**src/rtl/hazard_stall_controller.sv**
```systemverilog
//------------------------------------------------------------------------------
// hazard_stall_controller
//   Stall/flush sequencer for the 5-stage pipeline. It drives the PC and
//   IF/ID load enables and the IF/ID and ID/EX flushes. It handles load-use
//   hazards and taken branches, and freezes the front end while the
//   iterative mul/div unit occupies EX.
//   Optional macro HAZARD_STATS_EN adds the StallCycles and FlushEvents
//   32-bit event counters.
//   Revision: 1.0
//------------------------------------------------------------------------------
`default_nettype none

module hazard_stall_controller #(
   parameter int MULDIV_CYCLES = 4,
   parameter int CNT_W         = 4
) (
   input  logic       Clk,
   input  logic       Reset,
   input  logic [4:0] ID_Rs,
   input  logic [4:0] ID_Rt,
   input  logic       ID_UsesRt,
   input  logic       ID_IsMulDiv,
   input  logic       EX_MemRead,
   input  logic [4:0] EX_Rd,
   input  logic       Branch_Taken,
   output logic       PCWrite,
   output logic       IFID_Write,
   output logic       IFID_Flush,
   output logic       IDEX_Flush,
   output logic       Busy
`ifdef HAZARD_STATS_EN
   ,
   output logic [31:0] StallCycles,
   output logic [31:0] FlushEvents
`endif
);

   localparam logic [0:0] RUN     = 1'b0;
   localparam logic [0:0] MD_BUSY = 1'b1;

   logic [0:0]       state;
   logic [0:0]       state_nxt;
   logic [CNT_W-1:0] cnt;
   logic [CNT_W-1:0] cnt_nxt;
   logic             load_use;
   logic             pc_write_c;
   logic             ifid_write_c;
   logic             ifid_flush_c;
   logic             idex_flush_c;

   // A load in EX whose destination feeds the ID instruction; r0 is never a hazard
   assign load_use = EX_MemRead && (EX_Rd != 5'd0) &&
                     ((EX_Rd == ID_Rs) || (ID_UsesRt && (EX_Rd == ID_Rt)));

   // Priority decode: branch flush, mul/div freeze, load-use bubble, mul/div issue
   always_comb begin
      pc_write_c   = 1'b1;
      ifid_write_c = 1'b1;
      ifid_flush_c = 1'b0;
      idex_flush_c = 1'b0;
      state_nxt    = state;
      cnt_nxt      = cnt;
      if (Branch_Taken) begin
         ifid_flush_c = 1'b1;
         idex_flush_c = 1'b1;
         state_nxt    = RUN;
         cnt_nxt      = '0;
      end else if (state == MD_BUSY) begin
         pc_write_c   = 1'b0;
         ifid_write_c = 1'b0;
         idex_flush_c = 1'b1;
         if (cnt <= CNT_W'(1)) begin
            state_nxt = RUN;
            cnt_nxt   = '0;
         end else begin
            cnt_nxt = cnt - CNT_W'(1);
         end
      end else if (load_use) begin
         pc_write_c   = 1'b0;
         ifid_write_c = 1'b0;
         idex_flush_c = 1'b1;
      end else if (ID_IsMulDiv) begin
         state_nxt = MD_BUSY;
         cnt_nxt   = CNT_W'(MULDIV_CYCLES - 1);
      end
   end

   // While reset is held the pipeline free-runs with no flushes
   assign PCWrite    = Reset | pc_write_c;
   assign IFID_Write = Reset | ifid_write_c;
   assign IFID_Flush = ~Reset & ifid_flush_c;
   assign IDEX_Flush = ~Reset & idex_flush_c;
   assign Busy       = (state == MD_BUSY);

   // State and busy down-counter
   always_ff @(posedge Clk or posedge Reset) begin
      if (Reset) begin
         state <= RUN;
         cnt   <= '0;
      end else begin
         state <= state_nxt;
         cnt   <= cnt_nxt;
      end
   end

`ifdef HAZARD_STATS_EN
   // Event counters: stalled-PC cycles and branch flush cycles, wrapping
   always_ff @(posedge Clk or posedge Reset) begin
      if (Reset) begin
         StallCycles <= '0;
         FlushEvents <= '0;
      end else begin
         if (!PCWrite)     StallCycles <= StallCycles + 32'd1;
         if (Branch_Taken) FlushEvents <= FlushEvents + 32'd1;
      end
   end
`endif

endmodule

`default_nettype wire

```
**config.mk**
```make
export PLATFORM = sky130hd
export DESIGN_NAME = hazard_stall_controller
export DESIGN_NICKNAME = d
export VERILOG_FILES = /design/src/rtl/hazard_stall_controller.sv
export SDC_FILE = /design/constraint.sdc
export NUM_CORES = 1
export LEC_CHECK = 0
export CELL_PAD_IN_SITES_DETAIL_PLACEMENT = 0
export CELL_PAD_IN_SITES_GLOBAL_PLACEMENT = 1
export CORE_MARGIN = 5
export CORE_UTILIZATION = 22
export CTS_CLUSTER_DIAMETER = 150
export DETAILED_ROUTE_END_ITERATION = 8
export PLACE_DENSITY_LB_ADDON = 0.1
export SLEW_MARGIN = 20
export SYNTH_ARGS = -nofsm -noshare
export SYNTH_HDL_FRONTEND = slang
export SYNTH_SLANG_ARGS = --single-unit
```
**constraint.sdc**
```tcl
create_clock -name Clk -period 1.67 [get_ports Clk]
set_input_delay 0.334 -clock Clk [delete_from_list [all_inputs] [get_ports Clk]]
set_output_delay 0.334 -clock Clk [all_outputs]
set_load 0.01 [all_outputs]
```
* Word level (Yosys, flattened, before mapping)
Index checks and enable logic that the tools add are counted.
Word-level totals: register bits after elaboration 5, output and inout bits 5, logic and storage cells 35
Operators by class: add/sub/neg operators 1, magnitude comparators 1, eq/ne operators 3, muxes and demuxes 17, bitwise logic cells 4, reductions and logical operators 7
Operators by type and width (count):
- two-way mux 4 bit | 5
- two-way mux 1 bit | 12
- == test 5 bit | 2
- nonzero test 5 bit | 1
- <= comparator 4 x 1 -> 1 bit (second input constant) | 1
- subtractor 4 x 1 -> 4 bit (second input constant) | 1
- logical AND 1 bit | 3
- inequality test 3 bit (second input constant) | 1
- nonzero test 3 bit | 1
- AND 1 bit | 2
- AND reduction 2 bit | 1
- logical OR 1 bit | 1
- NOT 1 bit | 1
- bitwise OR 1 bit | 1

* Longest topological paths before layout
Gate-level depths: netlist of run 1.
depth in word-level cells 8, mapped depth 6

* Least setup slack after synthesis of run 1
Ideal clock, no wire load.
path type input-to-output, from input port EX_Rd[1], to output port PCWrite, arrival 1541 ps, setup slack -205 ps, stages on the path 5, path buffers 1, cells stage by stage or4_4 > o21ai_2 > nor2_1 > o211ai_1 > buf_4
On the way: cells in the longest elaborated chain, start to end 8
RTL lines:
- start, declared | line 24 | input logic [4:0] EX_Rd,
- == test 5 bit | line 53 | ((EX_Rd == ID_Rs) || (ID_UsesRt && (EX_Rd == ID_Rt)));
- logical AND 1 bit | line 53
- logical OR 1 bit | line 53
- logical AND 1 bit (*) | line 52 | assign load_use = EX_MemRead && (EX_Rd != 5'd0) &&
- two-way mux 1 bit (*) (3 in series)
- bitwise OR 1 bit (*)
- end, declared | line 26 | output logic PCWrite,
Mark *: on every way between the ends. The rest lies on a longest branch, timed or not.

* Worst setup path after layout of run 1
from input port EX_Rd[2], to output port IFID_Write
On the way: cells in the longest elaborated chain, start to end 8
RTL lines:
- == test 5 bit | line 53
- logical AND 1 bit | line 53
- logical OR 1 bit | line 53
- logical AND 1 bit (*) | line 52
- two-way mux 1 bit (*) | line 78 | end else if (load_use) begin
- two-way mux 1 bit (*) | line 68 | end else if (state == MD_BUSY) begin
- two-way mux 1 bit (*) | line 63 | if (Branch_Taken) begin
- bitwise OR 1 bit (*) | line 90 | assign IFID_Write = Reset | ifid_write_c;
- end, declared | line 27 | output logic IFID_Write,
Marks and branches as above.

==> flow_summary_export.csv, run 1 <==
group,metric,value,unit
logic_synthesis,ys_seq_area_share,28.6,%
floorplan,rows,16,
logic_synthesis,ys_warn_count,0,
finish,drive_gt1_share,41.9,%
worst_setup_path,cp-start-kind,"primary input",
sta,setup_tns,-780,ps
finish,num-fill-cells,215,
detailed_routing,num_vias,521,
clock_network,clockRootBuffer,"clkbuf_4",
worst_setup_path,crit_chain,"buf_8 -> or4_4 -> o21ai_2 -> nor2_2 -> buf_4 -> o211ai_1 -> buf_2",
worst_setup_path,ff2ff_setup_slack,190,ps
global_route,grt_max_degree,7,
logic_synthesis,syn_avg_cell_area,8.76,µm²
sta,fmax,509,MHz
detailed_routing,ant_nets,0,
logic_synthesis,synth_top_cell_by_area,"dfrtp_1",
placement,port_buffers,25,
worst_setup_path,critPathBufInv,3,
worst_setup_path,cp-startpoint,"EX_Rd[2]",
sta,setup_ws,-294,ps
floorplan,num_io_pins,26,
finish,area_growth,95.4,%
power_and_ir_drop,powerDensity,594,mW/mm²
logic_synthesis,yosys-top-cells-area,"dfrtp_1 (29%), xor2_1 (18%), o211ai_1 (6.9%)",
clock_network,cts_made_buffers,3,
placement,place_congestion,0.647,
detailed_routing,routedWlPerCell,11.2,µm
logic_synthesis,synth_top_area_share,28.6,%
logic_synthesis,synth.distinct_cells,22,
finish,final_cells,120,
sta,worst_slew_pin_slew,417,ps
finish,diodes,0,
worst_setup_path,slowest_stage,"or4_4",
floorplan,fp.dieW,54.6,µm
global_route,grt_pass1_wl,2290,µm
placement,dp_cells,112,
logic_synthesis,netlist_area,438,µm²
logic_synthesis,synth_cells,50,
floorplan,initial_core_util,22.8,%
hold_path,min_path_type,"in -> async",
floorplan,fp.dieArea,0.00298,mm²
sta,skew,4.54,ps
run_status,violations,"setup timing",
worst_setup_path,cp_max_fo,3,
power_and_ir_drop,power_leakage,0.000403,µW
detailed_routing,drcViolationCount,0,
sta,min_period_over_period,118,%
placement,place_hpwl,1140,µm
global_route,grtUsageTotal,11.3,%
logic_synthesis,synthesis.nets,73,
sta,fin_crit,1960,ps
sta,grt_setup_unrepaired,"yes",
logic_synthesis,synth-seq-cells,5,
power_and_ir_drop,peakVddDrop,0.000194,V
clock_network,ctsHoldBuffers,0,
worst_setup_path,reg2regPathDepth,6,
run,drv_cap,0,
global_route,antenna_found_initial,0,
clock_network,clkTransAtPathRegs,40,ps
worst_setup_path,max_stage_delay,520,ps
worst_setup_path,endpoint_kind,"output pin",
global_route,overflow,0,
detailed_routing,drtIter0Drc,2,
clock_network,cts_tree,"yes",
worst_setup_path,critPathArrivalTime,1630,ps
worst_setup_path,cp.required,1340,ps
clock_network,insertion_delay,240,ps
worst_setup_path,worstSetupPathType,"in -> out",
worst_setup_path,path_depth,7,
clock_network,clk_path_buf_depth,2,
clock_network,htree_levels,1,
worst_setup_path,endpoint,"IFID_Write",
global_route,first_global_vias,570,
worst_setup_path,crit_family,"simple AND/OR/NAND/NOR gates",
finish,final_net_count,117,
sta,setup_viol,3,
run_status,status,"complete, but fails checks",
sta,drv_slew,0,
finish,layout_commonest_cell,"buf_4",
floorplan,dieHeight,54.6,µm
detailed_routing,viasPerCell,4.34,
finish,layout_common_cells,"buf_4 (15), xor2_1 (6), clkdlybuf4s50_1 (6), dlygate4sd2_1 (6)",
sta,hold_viol_final,0,
worst_setup_path,r2r-start,"cnt[0]",
clock_network,cts_sinks,5,
sta,slew_headroom,71.8,%
detailed_routing,drt_wl_total,1350,µm
worst_setup_path,reg2reg_to,"cnt[0]",
floorplan,core_area,0.00192,mm²
detailed_routing,firstDrtPassIters,2,
-- sequential cells by signal, summed over array words and instances (netlist names) --
| register | flops |
|---|---|
| Busy | 1 |
| cnt | 4 |
-- worst min path at each step --
stage	startpoint	end	depth (start not counted)
2_1_floorplan	Reset	Busy	1
3_3_place_gp	cnt[3]	cnt[3]	1
3_5_place_dp	cnt[3]	cnt[3]	1
4_1_cts	Reset	cnt[2]	3
5_1_grt	Reset	cnt[2]	3
6_report	Reset	cnt[2]	3
-- layer usage --
| metal | GRT usage, % | vias up | routed length [µm] | share of wire, % |
|---|---|---|---|---|
| met1 | 11.2 | 233 | 468 | 35 |
| met4 | 7.47 | 0 | 33 | 2.4 |
| met5 | 0 | - | 0 | 0 |
| met3 | 4.90 | 4 | 125 | 9.3 |
| li1 | - | 263 | - | - |
| met2 | 18.9 | 21 | 722 | 54 |
-- Yosys cell counts --
cell and n:
nor2_1 5, o21ai_2 1, or4_4 1, inv_1 4
nand2_1 3, o311ai_0 1, or4_1 1, o31a_1 1
nor4_1 1, o211ai_1 4, xor2_1 9, a32oi_1 1
xnor2_1 1, nor3_1 1, dfrtp_1 5, ha_1 2
nand2b_1 2, buf_4 1, a21oi_1 2, o21ai_1 1
o31ai_1 1, a31o_1 2
-- stage by stage --
step                setup slack [ps]  util [%]  power, µW  hold WS [ps]  cell area, µm²
finish                          -294      44.5        509           432             856
global route                    -385      44.5        556           456             856
CTS                             -344      42.2        506           430             811
detailed placement             -1000      41.5        370           538             797
global placement                -992      41.5        369           529             797
floorplan                       -205         -        239           129             438
-- final cells by class --
| type | instances | area (µm²) | area share (%) |
|---|---|---|---|
| Timing Repair Buffer | 40 | 322 | 37.6 |
| Sequential cell | 5 | 125 | 14.6 |
| Multi-Input combinational cell | 40 | 334 | 39.0 |
| Clock buffer | 4 | 26.3 | 3.07 |
| Tap cell | 27 | 33.8 | 3.95 |
| Inverter | 4 | 15.0 | 1.75 |
-- logic make-up after synthesis --
logic type | count (synthesis) | synth area share, %
xor gates and xnor gates | 10 | 20.0
buffers and inverters | 5 | 5.14
and+or+nand+nor | 14 | 16.6
adders and majority gates | 2 | 5.71
DFF | 5 | 28.6
AOI/OAI and AO/OA | 14 | 24.0
-- repair_timing --
action                                  4_1_cts  5_1_grt
pin swaps                                    14       10
gates cloned                                  0        0
gates resized for setup                      50       15
buffers inserted                              1        3
endpoints found under the setup margin        9        5
-- tightest hold or removal path, cell delays in order --
cell and delay (ps):
clkdlybuf4s50_1 420, inv_1 90, buf_4 150
-- where the power goes --
| part | total, µW | internal, µW | switching (µW) | leakage [µW] |
|---|---|---|---|---|
| clock | 138 | 90.2 | 48.0 | 0.0000150 |
| sequential | 154 | 137 | 16.7 | 0.0000659 |
| combinational | 217 | 127 | 89.6 | 0.000322 |
| total | 509 | 354 | 154 | 0.000403 |
Note: power is estimated with default switching activity, not from simulation.
==> run 2: changes to the inputs <==
Settings changed: MAX_ROUTING_LAYER set to met4, PLACE_DENSITY_LB_ADDON 0.1 to 0.15.
==> flow_summary_export.csv, run 2 (same netlist as run 1, synthesis figures left out) <==
group,metric,value,unit
detailed_routing,ant_nets,0,
sta,drv_slew,0,
detailed_routing,drtIter0Drc,8,
hold_path,min_path_type,"in -> async",
sta,timing.hold.ws,425,ps
finish,area_growth,102,%
worst_setup_path,critPathArrivalTime,1640,ps
detailed_routing,firstDrtPassIters,4,
global_route,grtUsageTotal,11.6,%
worst_setup_path,endpoint_kind,"output pin",
power_and_ir_drop,peakVddDrop,0.000317,V
floorplan,num_io_pins,26,
power_and_ir_drop,power_leakage,0.000416,µW
clock_network,htree_levels,1,
finish,design_area,885,µm²
detailed_routing,num_vias,530,
finish,layout_common_cells,"buf_4 (16), xor2_1 (7), dlygate4sd2_1 (7)",
clock_network,clk_path_buf_depth,2,
sta,slew_headroom,54.0,%
worst_setup_path,worstSetupPathType,"in -> out",
clock_network,cts_made_buffers,3,
floorplan,rows,16,
worst_setup_path,crit_family,"simple AND/OR/NAND/NOR gates",
placement,place_hpwl,1100,µm
clock_network,insertion_delay,240,ps
worst_setup_path,crit_chain,"buf_6 -> or4_4 -> o21ai_2 -> nor2_2 -> buf_4 -> o211ai_1 -> buf_2",
detailed_routing,drcViolationCount,0,
floorplan,fp.dieW,54.6,µm
floorplan,initial_core_util,22.8,%
sta,grt_setup_unrepaired,"yes",
global_route,first_global_vias,547,
sta,setup_ws,-302,ps
run_status,status,"complete, but fails checks",
clock_network,ctsHoldBuffers,0,
sta,hold_viol_final,0,
detailed_routing,drt_wl_total,1370,µm
placement,port_buffers,25,
clock_network,clkTransAtPathRegs,50,ps
finish,diodes,0,
finish,largest-register,"cnt",
sta,min_period_over_period,118,%
sta,fmax,507,MHz
power_and_ir_drop,pwr-share-seq,28.8,%
power_and_ir_drop,p_comb_share,43.7,%
finish,layout_commonest_cell,"buf_4",
detailed_routing,viasPerCell,4.31,
placement,placed_cell_area,820,µm²
worst_setup_path,cp_max_fo,2,
global_route,grt_max_degree,7,
global_route,overflow,0,
clock_network,cts_sinks,5,
sta,fin_crit,1970,ps
placement,place_congestion,0.697,
power_and_ir_drop,switchingPower,163,µW
worst_setup_path,max_stage_delay,520,ps
clock_network,clockRootBuffer,"clkbuf_4",
worst_setup_path,slowest_stage,"or4_4",
worst_setup_path,cp-start-kind,"primary input",
sta,worst_slew_pin_slew,682,ps
sta,skew,1.60,ps
floorplan,fp.dieArea,0.00298,mm²
run,drv_cap,0,
run_status,violations,"setup timing",
detailed_routing,routedWlPerCell,11.2,µm
finish,final_net_count,120,
sta,setup_viol,7,
power_and_ir_drop,powerDensity,595,mW/mm²
floorplan,core_area,0.00192,mm²
floorplan,dieHeight,54.6,µm
power_and_ir_drop,switching_share,30.9,%
clock_network,cts_tree,"yes",
power_and_ir_drop,internal-power,364,µW
worst_setup_path,critPathBufInv,3,
finish,drive_gt1_share,39.6,%
power_and_ir_drop,power_frac_clock,27.5,%
global_route,grt_pass1_wl,2410,µm
worst_setup_path,cp.required,1340,ps
finish,largest_reg_flops,4,
finish,final_util,46.0,%
global_route,antenna_found_initial,0,
sta,setup_tns,-1050,ps
## run 2: cell count changes in the layout (fill, tap and decap cells not counted), sizes merged
cell,delta
dlygate4sd2,+1
buf,+4
clkbuf,-3
clkdlybuf4s15,+1
## run 2: cell type report
type	count	area, µm²
clock buffers	4	26.3
fillers	210	1040
inverters	4	15.0
multi-input cells	40	325
flip-flops and latches	5	125
well taps	27	33.8
repair buffers	43	359
## run 2: per-stage QoR
stage	total power (µW)	worst slack (ps)	std cells
2_1_floorplan	239	-205	50
3_3_place_gp	380	-981	115
3_5_place_dp	381	-1000	115
4_1_cts	525	-374	123
5_1_grt	578	-378	123
6_report	527	-302	123
## run 2: routing by layer
layer / part of all wire (%) / vias to the layer above / track usage (%)
li1: - / 271 / -
met3: 10 / 2 / 4.90
met2: 47 / 23 / 18.5
met1: 43 / 234 / 13.4
met5: 0 / - / -
met4: 0.58 / 0 / 2.49
## run 2: what timing repair did
item                                    in CTS  in global routing
gates resized for setup                     51                 13
pin swaps                                   20                  9
buffers inserted                            11                  1
endpoints found under the setup margin       9                  8
## run 2: final timing paths
path | end | slack (ps) | startpoint | depth (start not counted)
hold reg to reg | cnt[3] | 550 | cnt[3] | 1
hold / removal | Busy | 420 | Reset | 3
max in group asynchronous | cnt[3] | 1140 | Reset | 3
min in group Clk | cnt[3] | 550 | cnt[3] | 1
setup reg to reg | cnt[1] | -50 | cnt[0] | 6
setup / recovery | IFID_Write | -300 | EX_Rd[2] | 7
## run 2: tightest hold or removal path: stages
cell and delay (ps):
clkdlybuf4s50_1 410, inv_1 100, buf_4 150
## run 2: power groups by stage
stage / Sequential, µW / Combinational (µW) / Clock, µW
finish: 152 / 230 / 145
global route: 156 / 256 / 166
CTS: 152 / 224 / 149
detailed placement: 154 / 227 / 0
global placement: 154 / 225 / 0
floorplan: 155 / 84.4 / 0
==> run 3: changes to the inputs <==
Settings changed: CTS_BUF_LIST set to sky130_fd_sc_hd__clkbuf_4 sky130_fd_sc_hd__clkbuf_8 sky130_fd_sc_hd__clkbuf_16.
==> flow_summary_export.csv, run 3 (same netlist as run 1, synthesis figures left out) <==
group,metric,value,unit
run_status,status,"complete, but fails checks",
run_status,violations,"setup timing",
finish,layout_commonest_cell,"buf_4",
sta,hold_viol_final,0,
floorplan,num_io_pins,26,
global_route,grt_pass1_wl,2400,µm
detailed_routing,firstDrtPassIters,4,
worst_setup_path,worstSetupPathType,"in -> out",
sta,setup_viol,7,
sta,grt_setup_unrepaired,"yes",
worst_setup_path,cp.required,1340,ps
power_and_ir_drop,switching_share,29.9,%
clock_network,cts_made_buffers,3,
worst_setup_path,critPathArrivalTime,1640,ps
power_and_ir_drop,internal-power,380,µW
worst_setup_path,cp-startpoint,"EX_Rd[2]",
global_route,first_global_vias,551,
sta,timing.hold.ws,428,ps
placement,dp_cells,115,
floorplan,rows,16,
detailed_routing,num_vias,534,
sta,setup_tns,-1050,ps
power_and_ir_drop,powerDensity,611,mW/mm²
global_route,grtUsageTotal,11.5,%
finish,final_net_count,120,
power_and_ir_drop,switchingPower,162,µW
clock_network,cts_tree,"yes",
detailed_routing,drt_wl_total,1370,µm
placement,place_hpwl,1100,µm
clock_network,clk_path_buf_depth,2,
power_and_ir_drop,power_leakage,0.000419,µW
placement,place_ws,-1000,ps
floorplan,fp.dieW,54.6,µm
worst_setup_path,ff2ff_setup_slack,-40,ps
sta,setup_ws,-302,ps
worst_setup_path,reg2reg_to,"cnt[1]",
finish,num-fill-cells,211,
finish,area_growth,103,%
clock_network,cts_sinks,5,
power_and_ir_drop,p_comb_share,42.5,%
worst_setup_path,cp-start-kind,"primary input",
global_route,overflow,0,
sta,fmax,507,MHz
finish,diodes,0,
detailed_routing,drcViolationCount,0,
clock_network,htree_levels,1,
placement,place_congestion,0.697,
global_route,grt_max_degree,7,
power_and_ir_drop,peakVddDrop,0.000332,V
finish,layout_common_cells,"buf_4 (16), xor2_1 (7), dlygate4sd2_1 (7)",
finish,drive_gt1_share,40.6,%
floorplan,fp.dieArea,0.00298,mm²
detailed_routing,viasPerCell,4.34,
worst_setup_path,cp_max_fo,2,
hold_path,min_path_type,"in -> async",
sta,fin_crit,1970,ps
detailed_routing,routedWlPerCell,11.2,µm
detailed_routing,drtIter0Drc,5,
power_and_ir_drop,power_frac_clock,29.5,%
sta,slew_headroom,54.7,%
floorplan,core_area,0.00192,mm²
run,drv_cap,0,
sta,min_period_over_period,118,%
finish,largest_reg_flops,4,
detailed_routing,ant_nets,0,
clock_network,clockRootBuffer,"clkbuf_4",
floorplan,dieHeight,54.6,µm
power_and_ir_drop,pwr-share-seq,28.0,%
floorplan,initial_core_util,22.8,%
worst_setup_path,endpoint,"IFID_Write",
global_route,antenna_found_initial,0,
finish,final_cells,123,
placement,port_buffers,25,
sta,worst_slew_pin_slew,671,ps
worst_setup_path,r2r-start,"cnt[0]",
sta,skew,0.139,ps
worst_setup_path,reg2regPathDepth,6,
clock_network,insertion_delay,240,ps
sta,drv_slew,0,
finish,largest-register,"cnt",
worst_setup_path,endpoint_kind,"output pin",
clock_network,clkTransAtPathRegs,50,ps
[run 3: cell counts in the layout (fill, tap and decap cells not counted)]
Identical to the previous run, type by type.
[run 3: final cells by class]
type	count	area (µm²)	share of cell area [%]
inverter	4	15.0	1.69
multi-input combinational	40	325	36.6
timing repair buffer	43	359	40.4
sequential	5	125	14.1
tap	27	33.8	3.80
clock buffer	4	30.0	3.38
[run 3: timing repair]
item / 4_1_cts / 5_1_grt
hold buffers: 0 / 0
pin swaps: 20 / 9
endpoints found under the hold margin: 0 / 0
gates resized for setup: 51 / 13
cloned: 0 / 0
setup buffers: 11 / 1
setup endpoints to repair: 9 / 8
[run 3: worst min-delay path by stage]
stage / endpoint / slack (ps) / cells after the start
6_report: cnt[2] / 430 / 3
5_1_grt: cnt[3] / 450 / 3
4_1_cts: cnt[2] / 430 / 3
3_5_place_dp: cnt[3] / 540 / 1
3_3_place_gp: cnt[3] / 530 / 1
2_1_floorplan: Busy / 130 / 1
[run 3: critical path: stages]
cell and delay (ps):
buf_6 100, or4_4 520, o21ai_2 160, nor2_2 60, buf_4 130, o211ai_1 170
buf_2 170
[run 3: power by group through the flow]
stage / Combinational, µW / Sequential [µW] / Clock, µW
2_1_floorplan: 84.4 / 155 / 0
3_3_place_gp: 225 / 154 / 0
3_5_place_dp: 227 / 154 / 0
4_1_cts: 224 / 152 / 165
5_1_grt: 256 / 156 / 179
6_report: 230 / 152 / 160
[run 3: routing by layer]
layer | vias to the layer above | part of all wire [%] | routed length (µm) | global-route usage [%]
li1 | 271 | - | - | -
met1 | 239 | 43 | 590 | 13.3
met2 | 22 | 47 | 646 | 18.5
met3 | 2 | 9.2 | 127 | 4.90
met4 | 0 | 0.58 | 8 | 2.49
met5 | - | 0 | 0 | -
[run 3: per-stage QoR]
step | power (µW) | cell area, µm² | util (%)
2_1_floorplan | 239 | 438 | -
3_3_place_gp | 380 | 820 | 42.6
3_5_place_dp | 381 | 820 | 42.6
4_1_cts | 541 | 862 | 44.9
5_1_grt | 591 | 888 | 46.2
6_report | 542 | 888 | 46.2
